$ cat src/rtl/la_tiebank_pkg.sv
`default_nettype none
// ============================================================================
// Module   : la_tiebank_pkg
// Purpose  : Shared types and limits for the la_tiebank tie-value bank.
//            Holds the control state enumeration and the largest supported
//            bank width.
// Revision : 1.0 - initial release
// ============================================================================
package la_tiebank_pkg;

   // Largest number of tie outputs a single bank may drive.
   localparam int unsigned MAX_N = 64;

   // Control states. IDLE/SHIFT/READY mirror the shift counter
   // (0, partial, full); LOCKED freezes the bank until reset.
   typedef enum logic [1:0] {
      IDLE   = 2'd0,
      SHIFT  = 2'd1,
      READY  = 2'd2,
      LOCKED = 2'd3
   } state_e;

endpackage : la_tiebank_pkg
`default_nettype wire

$ cat src/rtl/la_tiebank_sr.sv
`default_nettype none
// ============================================================================
// Module   : la_tiebank_sr
// Purpose  : N-bit serial shift chain with a saturating bit counter.
//            Bits enter at the MSB and leave at the LSB. The counter
//            records how many bits have been shifted in, saturating at N.
// Ports    : clk         - clock, rising edge
//            reset       - synchronous active-high reset
//            shift_i     - shift si_i into the chain
//            si_i        - serial data in
//            load_i      - parallel load of load_val_i, counter -> N
//            load_val_i  - parallel load value
//            clr_i       - clear the counter (highest priority after reset)
//            sr_o        - chain contents
//            cnt_o       - bits shifted since last clear
// Revision : 1.0 - initial release
// ============================================================================
module la_tiebank_sr #(
   parameter int             N        = 8,
   parameter logic [N-1:0]   RESETVAL = '0,
   parameter string          PROP     = "DEFAULT"
) (
   input  logic                     clk,
   input  logic                     reset,
   input  logic                     shift_i,
   input  logic                     si_i,
   input  logic                     load_i,
   input  logic [N-1:0]             load_val_i,
   input  logic                     clr_i,
   output logic [N-1:0]             sr_o,
   output logic [$clog2(N+1)-1:0]   cnt_o
);

   localparam int CW = $clog2(N + 1);
   localparam logic [CW-1:0] CNT_MAX = CW'(N);

   logic [N-1:0]  sr_q, sr_d, shifted;
   logic [CW-1:0] cnt_q, cnt_d;

   // The implementation property carries no function; an empty string
   // simply selects the generic implementation like any other value.
   if (PROP == "") begin : g_prop_generic
   end

   // A one-bit chain has no upper slice to shift down.
   if (N == 1) begin : g_shift_one
      assign shifted = si_i;
   end else begin : g_shift_multi
      assign shifted = {si_i, sr_q[N-1:1]};
   end

   always_comb begin
      sr_d  = sr_q;
      cnt_d = cnt_q;
      if (clr_i) begin
         cnt_d = '0;
      end else if (load_i) begin
         sr_d  = load_val_i;
         cnt_d = CNT_MAX;
      end else if (shift_i) begin
         sr_d  = shifted;
         cnt_d = (cnt_q == CNT_MAX) ? CNT_MAX : cnt_q + CW'(1);
      end
   end

   always_ff @(posedge clk) begin
      if (reset) begin
         sr_q  <= RESETVAL;
         cnt_q <= '0;
      end else begin
         sr_q  <= sr_d;
         cnt_q <= cnt_d;
      end
   end

   assign sr_o  = sr_q;
   assign cnt_o = cnt_q;

endmodule : la_tiebank_sr
`default_nettype wire

$ cat src/rtl/la_tiebank.sv
`default_nettype none
// ============================================================================
// Module   : la_tiebank
// Purpose  : Serially loaded, lockable bank of N registered tie values.
//            Bits are shifted into a chain, then transferred to z by a
//            single-cycle update once exactly N bits (or more) are in.
//            An update with a short chain sets the sticky err flag. lock
//            freezes z until reset.
// Macro    : LA_TIEBANK_CAPTURE_EN - adds the capture port, which loads z
//            back into the chain for serial readback on so.
// Ports    : clk, reset (sync, active-high), shift_en, si, so, update,
//            lock, capture (macro only), z[N-1:0], locked, err
// Revision : 1.0 - initial release
// ============================================================================
module la_tiebank
   import la_tiebank_pkg::*;
#(
   parameter int           N        = 8,
   parameter logic [N-1:0] RESETVAL = '0,
   parameter string        PROP     = "DEFAULT"
) (
   input  logic         clk,
   input  logic         reset,
   input  logic         shift_en,
   input  logic         si,
   output logic         so,
   input  logic         update,
   input  logic         lock,
`ifdef LA_TIEBANK_CAPTURE_EN
   input  logic         capture,
`endif
   output logic [N-1:0] z,
   output logic         locked,
   output logic         err
);

   localparam int CW = $clog2(N + 1);
   localparam logic [CW-1:0] CNT_LAST = CW'(N - 1);

   if (N < 1 || N > int'(MAX_N)) begin : g_bad_n
      $error("la_tiebank: N out of range");
   end

   state_e        state_q;
   logic [N-1:0]  z_q;
   logic          locked_q, err_q;
   logic [N-1:0]  w_sr;
   logic [CW-1:0] w_cnt;
   logic          w_cap_in, w_active, w_cap, w_shf, w_clr, w_cnt_last;

`ifdef LA_TIEBANK_CAPTURE_EN
   assign w_cap_in = capture;
`else
   assign w_cap_in = 1'b0;
`endif

   // Priority outside LOCKED: update > lock > capture > shift. Entering
   // LOCKED also clears the counter and drops any shift/capture that cycle.
   assign w_active   = (state_q != LOCKED);
   assign w_clr      = w_active & (update | lock);
   assign w_cap      = w_active & w_cap_in & ~update & ~lock;
   assign w_shf      = w_active & shift_en & ~w_cap_in & ~update & ~lock;
   assign w_cnt_last = (w_cnt >= CNT_LAST);

   la_tiebank_sr #(
      .N        (N),
      .RESETVAL (RESETVAL),
      .PROP     (PROP)
   ) u_sr (
      .clk        (clk),
      .reset      (reset),
      .shift_i    (w_shf),
      .si_i       (si),
      .load_i     (w_cap),
      .load_val_i (z_q),
      .clr_i      (w_clr),
      .sr_o       (w_sr),
      .cnt_o      (w_cnt)
   );

   always_ff @(posedge clk) begin
      if (reset) begin
         state_q  <= IDLE;
         z_q      <= RESETVAL;
         locked_q <= 1'b0;
         err_q    <= 1'b0;
      end else if (w_active) begin
         if (update) begin
            if (state_q == READY) z_q   <= w_sr;
            else                  err_q <= 1'b1;
         end
         if (lock) begin
            state_q  <= LOCKED;
            locked_q <= 1'b1;
         end else if (update) begin
            state_q <= IDLE;
         end else if (w_cap) begin
            state_q <= READY;
         end else if (w_shf) begin
            // After this shift the counter reaches (or stays at) N.
            state_q <= w_cnt_last ? READY : SHIFT;
         end
      end
   end

   assign so     = w_sr[0];
   assign z      = z_q;
   assign locked = locked_q;
   assign err    = err_q;

endmodule : la_tiebank
`default_nettype wire
$ cat config.mk
export PLATFORM = sky130hd
export DESIGN_NAME = la_tiebank
export DESIGN_NICKNAME = d
export VERILOG_FILES = /design/src/rtl/la_tiebank_pkg.sv /design/src/rtl/la_tiebank_sr.sv /design/src/rtl/la_tiebank.sv
export SDC_FILE = /design/constraint.sdc
export NUM_CORES = 1
export LEC_CHECK = 0
export ABC_AREA = 1
export CAP_MARGIN = 20
export CORE_MARGIN = 3
export CORE_UTILIZATION = 50
export CTS_BUF_LIST = sky130_fd_sc_hd__clkbuf_4 sky130_fd_sc_hd__clkbuf_8 sky130_fd_sc_hd__clkbuf_16
export DETAILED_ROUTE_END_ITERATION = 12
export PLACE_DENSITY = 0.87
export SKIP_LAST_GASP = 1
export SYNTH_ARGS = -nofsm -noshare
export SYNTH_HDL_FRONTEND = slang
export SYNTH_SLANG_ARGS = --single-unit
$ cat constraint.sdc
create_clock -name clk -period 1.5 [get_ports clk]
set_clock_uncertainty 0.1 [all_clocks]
set_input_delay 0.3 -clock clk [delete_from_list [all_inputs] [get_ports clk]]
set_output_delay 0.3 -clock clk [all_outputs]
set_load 0.01 [all_outputs]
Word level (Yosys, flattened, before mapping)
Index checks and enable logic that the tools add are counted.
W data, S select, Z words.
{ "totals": {"regBits": 24, "latchBits": 0, "ram_bits": 0, "mem_bits_ro": 0, "in_bits": 6, "out_inout_bits": 11, "elab_cells": 32, "memories": 0} }
{ "op_classes": {"n_addsub": 1, "n_mul": 0, "n_div": 0, "order_cmp": 1, "eq_ne": 3, "shifts": 0, "muxes": 5, "bitwise_logic": 9, "reduce_logical": 7} }
{ "ops": {"columns": ["operator", "n"], "rows": [
  ["$mux W2", 4],
  ["$reduce_and A2 Y1", 3],
  ["$reduce_and A3 Y1", 2],
  ["$add A4 B1 Y4 const B", 1],
  ["$and A1 B1 Y1", 4],
  ["$eq A4 B4 Y1 const B", 1],
  ["$ge A4 B3 Y1 const B", 1],
  ["$mux W4", 1],
  ["$not A1 Y1", 4],
  ["$reduce_bool A3 Y1", 1],
  ["$eq A2 B2 Y1 const B", 1],
  ["$ne A2 B2 Y1 const B", 1],
  ["$reduce_or A2 Y1", 1],
  ["$or A1 B1 Y1", 1]
]} }

Longest topological paths before layout
{ "logic_depth": {"depth_word": 7, "mapped_depth": 7} }

By module
A second synthesis with hierarchy kept.
{ "hier_totals": {"hier_cells": 160, "hier_area_um2": 1152.4} }
{ "modules_own_cells": {"columns": ["mod", "instances", "cells_per_inst", "area_each_um2"], "rows": [
  ["la_tiebank_sr", 1, 94, 670.6],
  ["la_tiebank", 1, 66, 481.7]
]} }

Worst setup path before layout
OpenSTA, ideal clock, no wires.
{ "synth_path": {"path_kind": "reg-to-reg", "start": "register state_q[1]", "end": "register u_sr.sr_q[3] (netlist: u_sr.sr_o[3])", "setup_time_ns": 0.116, "arrival_ns": 0.834, "t_required_ns": 1.284, "path_slack_ns": 0.450, "path_stages_with_launch": 6, "path_buffers": 1, "synth_period_minus_slack_ns": 1.050, "path_cell_list": "dfxtp_1 -> nand2_2 -> nand3_2 -> buf_6 -> o21ai_0 -> nor2_1"} }
{ "synth_via": {"elab_chain_len": 5, "elab_cells_between_ends": 7, "cone_classes": "eq/ne (1); bitwise (5); reduce/logical (1)"} }
{ "synth_rtl": {"columns": ["item", "line", "text"], "rows": [
  ["from (decl)", "la_tiebank.sv:44", "state_e state_q;"],
  ["from (signal assigned)", "la_tiebank.sv:101", "state_q <= w_cnt_last ? READY : SHIFT;"],
  ["$ne A2 B2 Y1 *", "la_tiebank.sv:59", "assign w_active = (state_q != LOCKED);"],
  ["$and A1 B1 Y1 (3 in a row)", "la_tiebank.sv:62", "assign w_shf = w_active & shift_en & ~w_cap_in & ~update & ~lock;"],
  ["$reduce_and A2 Y1 (no source line) *", null, null],
  ["to (signal assigned)", "la_tiebank_sr.sv:71", "sr_q <= sr_d;"],
  ["to (decl)", "la_tiebank_sr.sv:37", "logic [N-1:0] sr_q, sr_d, shifted;"]
]} }
Mark *: on every way between the ends. The rest lies on a longest branch, timed or not.
A chain may end at the register's enable or synchronous reset.

Final worst setup path
{ "layout_path": {"start": "register u_sr.sr_q[0] (netlist: u_sr.sr_o[0])", "end": "output so"} }
{ "layout_lines": {"columns": ["item", "line", "text"], "rows": [
  ["to (decl)", "la_tiebank.sv:26", "output logic so,"]
]} }
No word-level cell between the ends.

==> impl_metrics.yaml <==
clock_network:
  postCtsSetupRepairBufs: 0
  htree_num_levels: 1
  clk_pin_slew_ns: 0.14
  clockRootBuffer: "clkbuf_4"
  cts_buffers: 3
  clk_latency_ns: 0.31
  clock-sinks: 24
  cts_tree: "yes"
  ctsLongestPathBuffers: 2
power_and_ir_drop:
  leakagePower_nw: 0.550
  powerDensity_nw_per_um2: 1050
  ir_drop_mv: 0.890
critical_path:
  critPathMaxStageDelay_ns: 0.38
  critPathLaunchType: "flop"
  cp.required_ns: 1.10
  cp_num_buf_inv: 1
  cp_max_fo: 3
  worst-r2r-cell-count: 4
  timing.rr.end: "u_sr.sr_o[4]$_SDFFE_PP0P_"
  critical_path_class: "flop to output port"
  path_cells: "dlygate4sd2_1"
  reg2reg_slack_ns: 0.32
  endpoint_kind: "output port"
  cp_top_family: "flip-flops"
  cpMaxStageDelayCell: "dfxtp_1"
  cp_data_arrival_time_ns: 0.97
  timing.rr.start: "state_q[0]$_SDFFE_PP0P_"
timing:
  setup_viol: 0
  fmax_mhz: 732
  finalHoldViolCount: 0
  fin_crit_ns: 1.37
  rsz0062_at_grt: "yes"
  hold-worst-slack_ns: 0.388
  drv_slew: 0
  slew-limit-headroom: 0.838
  worstMarginPinSlew_ns: 0.243
  min_period_over_period: 0.911
die:
  io_pins: 17
  core-area_um2: 1800
  die_w_um: 50.5
  placementRows: 15
  die_area_um2: 2550
  start_util: 0.549
  die_y_um: 50.5
layout:
  area_delta_synth_final_pct: 25.4
  multi_input_area_um2: 444
  nets: 161
  final_area_um2: 1240
  nFillCells: 159
  ff_latch_area_um2: 480
  n_antenna_cell: 0
  drive_above_1_share: 0.112
placement:
  place_hpwl_um: 1340
  place_area_um2: 1200
  port_buffers: 16
  place_congestion: 0.838
logic_synthesis:
  netlist_instances: 132
  yosysTopAreaCell: "dfxtp_1"
  syn_nets: 140
  syn_area_um2: 988
  yosysTopAreaCellShare: 0.486
  ys_seq_area_frac: 0.486
  synth_warnings: 0
  async_reset_ff_frac: 0
  synthTopCellsByArea: "dfxtp_1 49%, nor2_1 15%, o21ai_0 7.1%"
  synth_edf_count: 0
  synth_commonest_cells: "39 x nor2_1, 24 x dfxtp_1, 17 x nand2_1, 14 x o21ai_0, 8 x a21oi_1"
  ys_seq_elements: 24
  synthDistinctLibCells: 18
  synth_top_flop_cell: "dfxtp_1"
  avgSynthCellArea_um2: 7.49
  synth.most_common_cell: "nor2_1"
routing:
  routed_via_density: 4.81
  post_drt_wl_per_cell_um: 10.2
  drt_iter0_markers: 13
  ant_nets: 0
  finalWirelength_um: 1810
  dr_total_vias: 852
  drc_errors: 0
  drt-pass1-iter-count: 4
grt:
  antenna_found_initial: 0
  use_met2: 0.259
  met3_usage: 0.0267
  gr-usage-all-layers: 0.156
  busiest_layer: "met2"
  grt_pass1_wl_um: 3090
  grt_remaining_overflow: 0
  grt_pass1_vias: 709
  grt_max_degree: 19
  grt_use_met1: 0.202
flow_run:
  drv_cap: 0
min_path:
  hold_start: "z[6]$_SDFFE_PP0P_"
  min_path_cells: 2
  whs_endpoint: "z[6]$_SDFFE_PP0P_"
  hold_class: "flop to flop"
status:
  status: "finished, final reports clean"
## cell type report
cell class                      count  share of cell area
Sequential cell                    24               0.387
Clock inverter                      1              0.0242
Inverter                           10              0.0303
Tap cell                           25              0.0252
Multi-Input combinational cell     95               0.358
Clock buffer                        3              0.0182
Timing Repair Buffer               19               0.156
## cell families (layout without fill, tap and decap cells)
kind of cell             count (synthesis)  after routing  synth area share
AND/OR/NAND/NOR                         68             68             0.297
AO/OA/AOI/OAI                           25             25             0.127
flip-flops                              24             24             0.486
buffers and inverters                   13             33            0.0645
adder cells (fa/ha/maj)                  2              2            0.0253
## worst max-delay path by stage
stage / from / end / slack, ns / cells after the start
after global routing: update / u_sr.sr_o[1]$_SDFFE_PP0P_ / -0.002 / 5
after CTS: u_sr.sr_o[0]$_SDFFE_PP0P_ / so / 0.10 / 1
after floorplan: state_q[1]$_SDFFE_PP0P_ / u_sr.sr_o[3]$_SDFFE_PP0P_ / 0.45 / 5
final: u_sr.sr_o[0]$_SDFFE_PP0P_ / so / 0.13 / 1
after detailed placement: update / u_sr.sr_o[1]$_SDFFE_PP0P_ / -0.17 / 5
after global placement: update / u_sr.sr_o[4]$_SDFFE_PP0P_ / -0.13 / 5
## per-stage QoR
stage | utilization | power, mW | std cells | setup WS [ns] | TNS (ns)
final | 0.688 | 1.31 | 177 | 0.134 | 0
after global routing | 0.688 | 1.36 | 177 | -0.00245 | -0.00245
after CTS | 0.688 | 1.32 | 177 | 0.105 | 0
after detailed placement | 0.667 | 0.871 | 173 | -0.168 | -2.47
after global placement | 0.667 | 0.866 | 173 | -0.127 | -1.70
after floorplan | - | 0.794 | 132 | 0.450 | 0
## flip-flops by register name, indices dropped and copies added (netlist names)
| signal | flops |
|---|---|
| state_q | 2 |
| u_sr.cnt_o | 4 |
| err | 1 |
| u_sr.sr_o | 8 |
| locked | 1 |
| z | 8 |
## placed cells by master (no fill, tap or decap)
cell,Yosys,routed
nor2_1,39,39
dfxtp_1,24,24
nand2_1,17,17
o21ai_0,14,13
dlygate4sd2_1,0,11
a21oi_1,8,8
inv_1,6,6
clkdlybuf4s50_1,0,5
inv_2,4,4
o21ai_1,3,4
nand3_1,4,4
clkbuf_4,0,3
nand2_2,2,2
nand4_1,2,2
ha_1,2,2
buf_12,0,2
nand2_4,1,1
nor2_4,1,1
nor2_2,1,1
nand3_2,1,1
bufinv_16,0,1
buf_4,0,1
## power by group
part	switching, mW	leakage (nW)	internal, mW
logic	0.0852	0.326	0.0719
clock network	0.192	0.0279	0.270
registers	0.0183	0.196	0.669
## worst register-to-register path, delay by kind of cell (launching register included)
kind,cells,cell delay (ns)
AND/OR/NAND/NOR,3,0.40
AO/OA/AOI/OAI,1,0.21
flip-flops,1,0.36
## timing repair
item / in CTS / in global routing
pin swaps: 0 / 0
hold endpoints to repair: 0 / 0
gates resized for setup: 11 / 1
endpoints found under the setup margin: 11 / 1
cloned: 0 / 0
hold buffers: 0 / 0
## per-layer routing
layer | up-vias | share of wire
met3 | 2 | 0.044
met2 | 19 | 0.50
met4 | 0 | 0.0094
met1 | 369 | 0.45
li1 | 462 | -
met5 | - | 0
No activity file was read; power rests on OpenSTA's default activity.
